--- config.mk ---
export PLATFORM = sky130hd
export DESIGN_NAME = llc_req_frontend
export DESIGN_NICKNAME = d
export VERILOG_FILES = /design/src/rtl/llc_req_frontend.sv
export SDC_FILE = /design/constraint.sdc
export NUM_CORES = 1
export LEC_CHECK = 0
export BUFFER_PORTS_ARGS = -buffer_cell sky130_fd_sc_hd__buf_2
export CORE_AREA = 2 2 154 156
export DETAILED_ROUTE_END_ITERATION = 8
export DIE_AREA = 0 0 156 158
export PLACE_DENSITY = 0.75
export SLEW_MARGIN = 0
export SYNTH_ARGS = -nofsm -noshare
export SYNTH_HDL_FRONTEND = slang
export SYNTH_SLANG_ARGS = --single-unit
--- constraint.sdc ---
create_clock -name clk -period 8.3 [get_ports clk]
set_input_delay 0.415 -clock clk [delete_from_list [all_inputs] [get_ports clk]]
set_output_delay 0.415 -clock clk [all_outputs]
set_load 0.05 [all_outputs]
--- src/rtl/llc_req_frontend.sv ---
// llc_req_frontend
//
// Request front-end for the 16 MB, 16-way, 64 B-line last-level cache.
// Trace commands (opcode + byte address) are accepted over a valid/ready
// handshake. Illegal opcodes (10-15) are consumed and dropped. Legal ones
// (0-9) are split into tag/index/offset and queued in a circular FIFO. The
// FIFO head is presented to the lookup/PLRU stage over a second valid/ready
// handshake.
//
// Optional feature macro: LLC_REQ_STATS_EN
//   defined     -> per-opcode saturating statistics counters plus stats_clr
//   not defined -> no counter registers; counter outputs tie to 0 and
//                  stats_clr is ignored
//
// Parameters:
//   DEPTH  FIFO entries (power of two, >= 2)
//   CNT_W  statistics counter width
//
// Ports:
//   clk, rst_n              clock, asynchronous active-low reset
//   in_valid/in_ready       upstream request handshake
//   in_op, in_addr          trace opcode and 32-bit byte address
//   out_valid/out_ready     lookup-stage handshake for the FIFO head
//   out_op, out_tag,
//   out_index, out_offset   head request fields (zero while empty)
//   level                   current FIFO occupancy
//   stats_clr               synchronous clear of all counters
//   cnt_read                dequeued ops 0 and 2
//   cnt_write               dequeued op 1
//   cnt_illegal             accepted requests with opcode > 9
module llc_req_frontend #(
  parameter int DEPTH = 8,
  parameter int CNT_W = 32
) (
  input  logic                       clk,
  input  logic                       rst_n,
  input  logic                       in_valid,
  output logic                       in_ready,
  input  logic [3:0]                 in_op,
  input  logic [31:0]                in_addr,
  output logic                       out_valid,
  input  logic                       out_ready,
  output logic [3:0]                 out_op,
  output logic [11:0]                out_tag,
  output logic [13:0]                out_index,
  output logic [5:0]                 out_offset,
  output logic [$clog2(DEPTH):0]     level,
  input  logic                       stats_clr,
  output logic [CNT_W-1:0]           cnt_read,
  output logic [CNT_W-1:0]           cnt_write,
  output logic [CNT_W-1:0]           cnt_illegal
);

  localparam int TAG_BITS          = 12;
  localparam int INDEX_BITS        = 14;
  localparam int BLOCK_OFFSET_BITS = 6;
  localparam int PTR_W             = $clog2(DEPTH);
  localparam int LVL_W             = PTR_W + 1;

  logic [3:0]                   op_mem  [DEPTH];
  logic [TAG_BITS-1:0]          tag_mem [DEPTH];
  logic [INDEX_BITS-1:0]        idx_mem [DEPTH];
  logic [BLOCK_OFFSET_BITS-1:0] off_mem [DEPTH];

  logic [PTR_W-1:0] wr_ptr;
  logic [PTR_W-1:0] rd_ptr;

  logic accept;
  logic legal;
  logic enq;
  logic deq;
  logic illegal_acc;

  // Handshake signals derive from the registered level only, so in_ready
  // never depends on out_ready and a full FIFO cannot enqueue even while
  // it is being drained in the same cycle.
  assign in_ready    = (level != LVL_W'(DEPTH));
  assign out_valid   = (level != '0);
  assign accept      = in_valid && in_ready;
  assign legal       = (in_op <= 4'd9);
  assign enq         = accept && legal;
  assign illegal_acc = accept && !legal;
  assign deq         = out_valid && out_ready;

  // Head fields are masked while empty so the outputs read zero after reset
  // without having to reset the storage array.
  assign out_op     = out_valid ? op_mem[rd_ptr]  : '0;
  assign out_tag    = out_valid ? tag_mem[rd_ptr] : '0;
  assign out_index  = out_valid ? idx_mem[rd_ptr] : '0;
  assign out_offset = out_valid ? off_mem[rd_ptr] : '0;

  // Storage array: the address split is pure bit-slicing at enqueue time.
  always_ff @(posedge clk) begin
    if (enq) begin
      op_mem[wr_ptr]  <= in_op;
      tag_mem[wr_ptr] <= in_addr[31:20];
      idx_mem[wr_ptr] <= in_addr[19:6];
      off_mem[wr_ptr] <= in_addr[5:0];
    end
  end

  // Pointers wrap naturally since DEPTH is a power of two; level is kept in
  // its own register so full and empty are unambiguous.
  always_ff @(posedge clk or negedge rst_n) begin
    if (!rst_n) begin
      wr_ptr <= '0;
      rd_ptr <= '0;
      level  <= '0;
    end else begin
      if (enq) wr_ptr <= wr_ptr + PTR_W'(1);
      if (deq) rd_ptr <= rd_ptr + PTR_W'(1);
      case ({enq, deq})
        2'b10:   level <= level + LVL_W'(1);
        2'b01:   level <= level - LVL_W'(1);
        default: level <= level;
      endcase
    end
  end

`ifdef LLC_REQ_STATS_EN
  logic read_hit;
  logic write_hit;

  assign read_hit  = deq && ((out_op == 4'd0) || (out_op == 4'd2));
  assign write_hit = deq && (out_op == 4'd1);

  // Saturating counters; a clear takes priority over any increment in the
  // same cycle.
  always_ff @(posedge clk or negedge rst_n) begin
    if (!rst_n) begin
      cnt_read    <= '0;
      cnt_write   <= '0;
      cnt_illegal <= '0;
    end else if (stats_clr) begin
      cnt_read    <= '0;
      cnt_write   <= '0;
      cnt_illegal <= '0;
    end else begin
      if (read_hit && (cnt_read != '1))
        cnt_read <= cnt_read + CNT_W'(1);
      if (write_hit && (cnt_write != '1))
        cnt_write <= cnt_write + CNT_W'(1);
      if (illegal_acc && (cnt_illegal != '1))
        cnt_illegal <= cnt_illegal + CNT_W'(1);
    end
  end
`else
  logic unused_stats;

  assign cnt_read     = '0;
  assign cnt_write    = '0;
  assign cnt_illegal  = '0;
  assign unused_stats = stats_clr ^ illegal_acc;
`endif

endmodule

* Word level (Yosys, flattened, before mapping)
Memory sizes are Yosys's and may differ from the RTL's. Cells that the tools add are included.
Operators by class: $add $sub $neg 4, order comparisons 1, equality and inequality tests 3, multiplexer cells 7, reduce and logical (&&, ||, !) cells 5
Operator list (number):
- 14-bit two-way mux | 1
- 12-bit two-way mux | 1
- 4-bit one-hot mux with 2 select lines | 1
- 3-bit by 1-bit adder with 3-bit output, second input constant | 2
- 6-bit two-way mux | 1
- 4-bit by 1-bit adder with 4-bit output, second input constant | 1
- 4-bit <= comparator, second input constant | 1
- 4-bit two-way mux | 1
- 4-bit != test, second input constant | 1
- 4-bit nonzero test | 1
- 4-bit by 1-bit subtractor with 4-bit output, second input constant | 1
- 1-bit logical AND | 3
- 2-bit by 1-bit == test with 1-bit output, second input constant | 1
- 2-bit == test, second input constant | 1
- 1-bit two-way mux | 2
- 2-bit nonzero test | 1
Storage, ports and cells: register bits after elaboration 10, memory bits (writable) 288, input bits 41, output and inout bits 138, logic and storage cells 27, memories kept 4
Memories:
- idx_mem | words 8, bits a word 14, rd ports 1, clocked after Yosys merged registers in 0, write ports 1, RTL line 62 | logic [INDEX_BITS-1:0] idx_mem [DEPTH];
- tag_mem | words 8, bits a word 12, rd ports 1, clocked after Yosys merged registers in 0, write ports 1, RTL line 61 | logic [TAG_BITS-1:0] tag_mem [DEPTH];
- off_mem | words 8, bits a word 6, rd ports 1, clocked after Yosys merged registers in 0, write ports 1, RTL line 63 | logic [BLOCK_OFFSET_BITS-1:0] off_mem [DEPTH];
- op_mem | words 8, bits a word 4, rd ports 1, clocked after Yosys merged registers in 0, write ports 1, RTL line 60 | logic [3:0] op_mem [DEPTH];

* Logic depth before layout (Yosys ltp)
word-level depth 5, depth in mapped cells 12, gate-level depth less buffers 10

* Worst setup path before layout
No wires, ideal clock.
path kind reg2reg, from register level[1], to memory idx_mem[0][0] (enable), library setup time 0.519 ns, data arrival time 5.144 ns, required time 7.781 ns, setup slack 2.637 ns, stages on the path, launching flop included 6, buffers on the path 1, clock period less this slack 5.663 ns, cell sequence dfrtp_1 -> buf_2 -> or4b_1 -> and3_1 -> inv_2 -> nor4_1
Between the ends: cells in the longest elaborated chain, start to end 5
Ends and longest elaborated chain:
- start, declared | RTL line 47 | output logic [$clog2(DEPTH):0] level,
- start signal, assigned | RTL line 113 | 2'b10: level <= level + LVL_W'(1);
- start signal, assigned | RTL line 114 | 2'b01: level <= level - LVL_W'(1);
- start signal, assigned | RTL line 115 | default: level <= level;
- 4-bit != test | RTL line 77 | assign in_ready = (level != LVL_W'(DEPTH));
- named net in_ready | RTL line 38 | output logic in_ready,
- 1-bit logical AND | RTL line 79 | assign accept = in_valid && in_ready;
- 1-bit logical AND | RTL line 81 | assign enq = accept && legal;
- 1-bit two-way mux | RTL line 94 | if (enq) begin
- 1-bit two-way mux (implied by the code) | RTL line 97 | idx_mem[wr_ptr] <= in_addr[19:6];
- end, declared | RTL line 62
The timed path passes the listed nets, and every way through them passes these cells.

* Worst setup path after layout
from register rd_ptr[0], to output port out_index[2]
Between the ends: cells in the longest elaborated chain, start to end 2
Ends and longest elaborated chain:
- start, declared | RTL line 66 | logic [PTR_W-1:0] rd_ptr;
- start signal, assigned | RTL line 111 | if (deq) rd_ptr <= rd_ptr + PTR_W'(1);
- memory read 8 x 14 bit
- 14-bit two-way mux | RTL line 89 | assign out_index = out_valid ? idx_mem[rd_ptr] : '0;
- end, declared | RTL line 45 | output logic [13:0] out_index,
Every way passes these cells.

==> impl_metrics.prom <==
# TYPE chip_impl_metric gauge
chip_impl_metric{name="worst_reg_to_reg_cells",unit=""} 5
chip_impl_metric{name="power.leakage",unit="nW"} 4.73
chip_impl_metric{name="placed_area",unit="um2"} 12700
chip_impl_metric{name="overflow",unit=""} 0
chip_impl_metric{name="pwr_per_cell_area",unit="nW/um2"} 373
chip_impl_info{name="holdCritPathClass",value="input port to register"} 1
chip_impl_metric{name="worst_ep_required_time",unit="ps"} 7890
chip_impl_metric{name="clk_latency",unit="ps"} 540
chip_impl_info{name="unrepaired_setup_endpoints_after_global_routing",value="no"} 1
chip_impl_metric{name="antenna_violations_before_repair",unit=""} 5
chip_impl_info{name="ys_top_cells_by_area",value="edfxtp_1, mux4_2, buf_4"} 1
chip_impl_metric{name="cts_max_level",unit=""} 1
chip_impl_metric{name="fmax",unit="GHz"} 0.265
chip_impl_metric{name="chipHeight",unit="um"} 158
chip_impl_metric{name="synth_seq_cells",unit=""} 298
chip_impl_metric{name="critical_path.max_fanout",unit=""} 46
chip_impl_metric{name="post_route_cells_drive_above_1_share",unit=""} 0.297
chip_impl_metric{name="layout_worst_path_cycle_share",unit=""} 0.454
chip_impl_metric{name="met2_usage",unit=""} 0.316
chip_impl_metric{name="min_delay_path_depth",unit=""} 1
chip_impl_metric{name="drt-initial-drc-count",unit=""} 393
chip_impl_metric{name="area_share_of_the_leading_cell_type_in_the_synthesized_netlist",unit=""} 0.708
chip_impl_metric{name="worst_ir_drop_vdd",unit="uV"} 279
chip_impl_info{name="cts.root.buffer_cell",value="clkbuf_16"} 1
chip_impl_info{name="worstSetupEndpointType",value="primary output"} 1
chip_impl_metric{name="clock_tree.buffer_depth",unit=""} 3
chip_impl_metric{name="die_width",unit="um"} 156
chip_impl_info{name="tritoncts",value="yes"} 1
chip_impl_metric{name="post_synthesis_cells",unit=""} 613
chip_impl_metric{name="timing.max_cap.violations",unit=""} 0
chip_impl_metric{name="via_count_of_the_first_global_routing_pass",unit=""} 5668
chip_impl_metric{name="fin_tns_setup",unit="ps"} 0
chip_impl_metric{name="boundaryPins",unit=""} 179
chip_impl_metric{name="post_synthesis_to_final_layout_area_growth",unit="%"} 10.8
chip_impl_metric{name="clk_pin_slew_worst_paths",unit="ps"} 60
chip_impl_metric{name="worst-slew-pin-transition",unit="ps"} 1110
chip_impl_metric{name="grt_start_max_net_pins",unit=""} 75
chip_impl_metric{name="tritoncts.num_buffers",unit=""} 29
chip_impl_info{name="grt_busiest_layer",value="met2"} 1
chip_impl_info{name="critPathKind",value="register to primary output"} 1
chip_impl_metric{name="number_of_slew_limit_violations_in_the_final_report",unit=""} 0
chip_impl_metric{name="fin_area",unit="um2"} 13500
chip_impl_metric{name="syn_avg_cell_area",unit="um2"} 19.9
chip_impl_metric{name="globalplace.congestion",unit=""} 0.701
chip_impl_metric{name="dr.pass1.iters",unit=""} 4
chip_impl_metric{name="fp-row-count",unit=""} 56
chip_impl_metric{name="final_cell_count_no_fill",unit=""} 1028
chip_impl_metric{name="detail_route.wl_per_cell",unit="um"} 21.0
chip_impl_metric{name="initial_core_utilization",unit=""} 0.530
chip_impl_metric{name="cts_sinks",unit=""} 298
chip_impl_metric{name="slew-limit-headroom",unit=""} 0.258
chip_impl_metric{name="buffer_ports.inserted",unit=""} 81
chip_impl_metric{name="fin_util",unit=""} 0.587
chip_impl_metric{name="post_synth_num_cell_types",unit=""} 31
chip_impl_metric{name="core",unit="um2"} 23100
chip_impl_metric{name="grt_use_met1",unit=""} 0.228
chip_impl_metric{name="dp_hpwl",unit="mm"} 12.2
chip_impl_metric{name="routing_usage_on_met3",unit=""} 0.0331
chip_impl_metric{name="num_vias",unit=""} 5507
chip_impl_metric{name="design.die.area",unit="um2"} 24600
chip_impl_metric{name="final_antenna_net_count",unit=""} 0
chip_impl_info{name="layout_commonest_cell",value="edfxtp_1"} 1
chip_impl_metric{name="final_hold_viol_count",unit=""} 0
chip_impl_info{name="synth_largest_area_cell",value="edfxtp_1"} 1
chip_impl_metric{name="total_power",unit="mW"} 5.04
chip_impl_metric{name="place_inst",unit=""} 972
chip_impl_metric{name="finClkSkew",unit="ps"} 19.2
chip_impl_metric{name="timing.critical_path.arrival",unit="ps"} 3350
chip_impl_metric{name="ctsResizeCount",unit=""} 0
chip_impl_metric{name="track_usage",unit=""} 0.178
chip_impl_metric{name="synth-warning-count",unit=""} 0
chip_impl_metric{name="final_net_count",unit=""} 760
chip_impl_metric{name="grt_first_pass_wirelength",unit="mm"} 32.6
chip_impl_info{name="worst_setup_start_kind",value="register"} 1
chip_impl_metric{name="drc",unit=""} 0
chip_impl_metric{name="period_needed",unit="ps"} 3770
chip_impl_metric{name="route.detailed.vias_per_inst",unit=""} 5.36
chip_impl_metric{name="setup_viol_count_final",unit=""} 0
chip_impl_metric{name="synth_seq_area_share",unit=""} 0.729
chip_impl_metric{name="netlist_area",unit="um2"} 12200
chip_impl_info{name="status",value="completed"} 1
chip_impl_metric{name="finalWirelength",unit="mm"} 21.6
chip_impl_info{name="most-common-layout-cells",value="edfxtp_1, conb_1, buf_2"} 1
==> area by class of cell <==
| cell class | instances | area [um2] |
|---|---|---|
| Fill cell | 1654 | 9520 |
| Sequential cell | 298 | 8910 |
| Multi-Input combinational cell | 287 | 2880 |
| Clock buffer | 39 | 763 |
| Timing Repair Buffer | 96 | 520 |
| Tap cell | 290 | 363 |
| Clock inverter | 13 | 85.1 |
| Inverter | 2 | 7.51 |
| Antenna cell | 3 | 7.51 |
==> Yosys cell counts, drive strengths merged <==
| master | instances |
|---|---|
| a211o | 1 |
| xnor2 | 4 |
| buf | 115 |
| mux2 | 2 |
| a41oi | 1 |
| mux4 | 72 |
| nor3b | 1 |
| mux2i | 36 |
| nand2 | 7 |
| a21oi | 2 |
| nor3 | 4 |
| ha | 5 |
| edfxtp | 288 |
| and3 | 1 |
| nand3b | 1 |
| conb | 1 |
| nor4 | 2 |
| or4b | 1 |
| o21ai | 1 |
| nor2 | 41 |
| inv | 2 |
| nand2b | 3 |
| and2 | 1 |
| clkbuf | 6 |
| dfrtp | 10 |
| xor2 | 5 |
==> cell families (layout without fill, tap and decap cells) <==
logic type	Yosys count	in the layout	synth area share
simple gates	62	62	0.0233
xor+xnor	9	9	0.00645
other cells	1	99	0.000307
flops	298	298	0.729
mux	110	110	0.164
buf+inv	123	150	0.0692
fa+ha+maj	5	5	0.00512
compound gates	5	5	0.00266
==> worst paths after layout <==
path	startpoint	endpoint	slack, ps
worst max-delay path	rd_ptr[0]	out_index[2]	4530
worst min-delay path	in_op[0]	op_mem[2][0]	130
worst max register to register	level[1]	idx_mem[3][6]	5540
worst min register to register	level[3]	level[3]	560
max in group asynchronous	rst_n	rd_ptr[0]	7810
min in group asynchronous	rst_n	wr_ptr[1]	270
==> critical path: stages, from the launching register on <==
cell	delay [ps]
dfrtp_4	780
buf_4	800
mux4_2	610
mux2i_1	250
nor2_1	80
buf_2	230
==> state kept, by name, summed over array words and instances (netlist names) <==
name,flops
off_mem,48
level,4
idx_mem,112
op_mem,32
wr_ptr,3
tag_mem,96
rd_ptr,3
==> through the flow <==
stage / setup WS (ps) / hold slack (ps)
after global placement: 4960 / 278
after floorplan: 2640 / 119
after CTS: 4350 / 113
after global routing: 4200 / 130
final: 4530 / 134
after detailed placement: 4940 / 285
==> power breakdown <==
part,internal (mW),leakage (nW),switching (mW)
Clock,0.671,0.414,0.506
Sequential,1.81,2.72,0.206
Combinational,0.630,1.60,1.22
==> per-layer routing <==
layer / wire (um) / up-vias
met5: 22 / -
met4: 382 / 4
met3: 1260 / 39
met2: 11200 / 213
met1: 8800 / 2816
li1: - / 2435
==> what timing repair did <==
item	in CTS	in global routing
buffers inserted	0	0
endpoints found under the hold margin	10	0
hold buffers	1	0
Note: power is estimated with default switching activity, not from simulation.
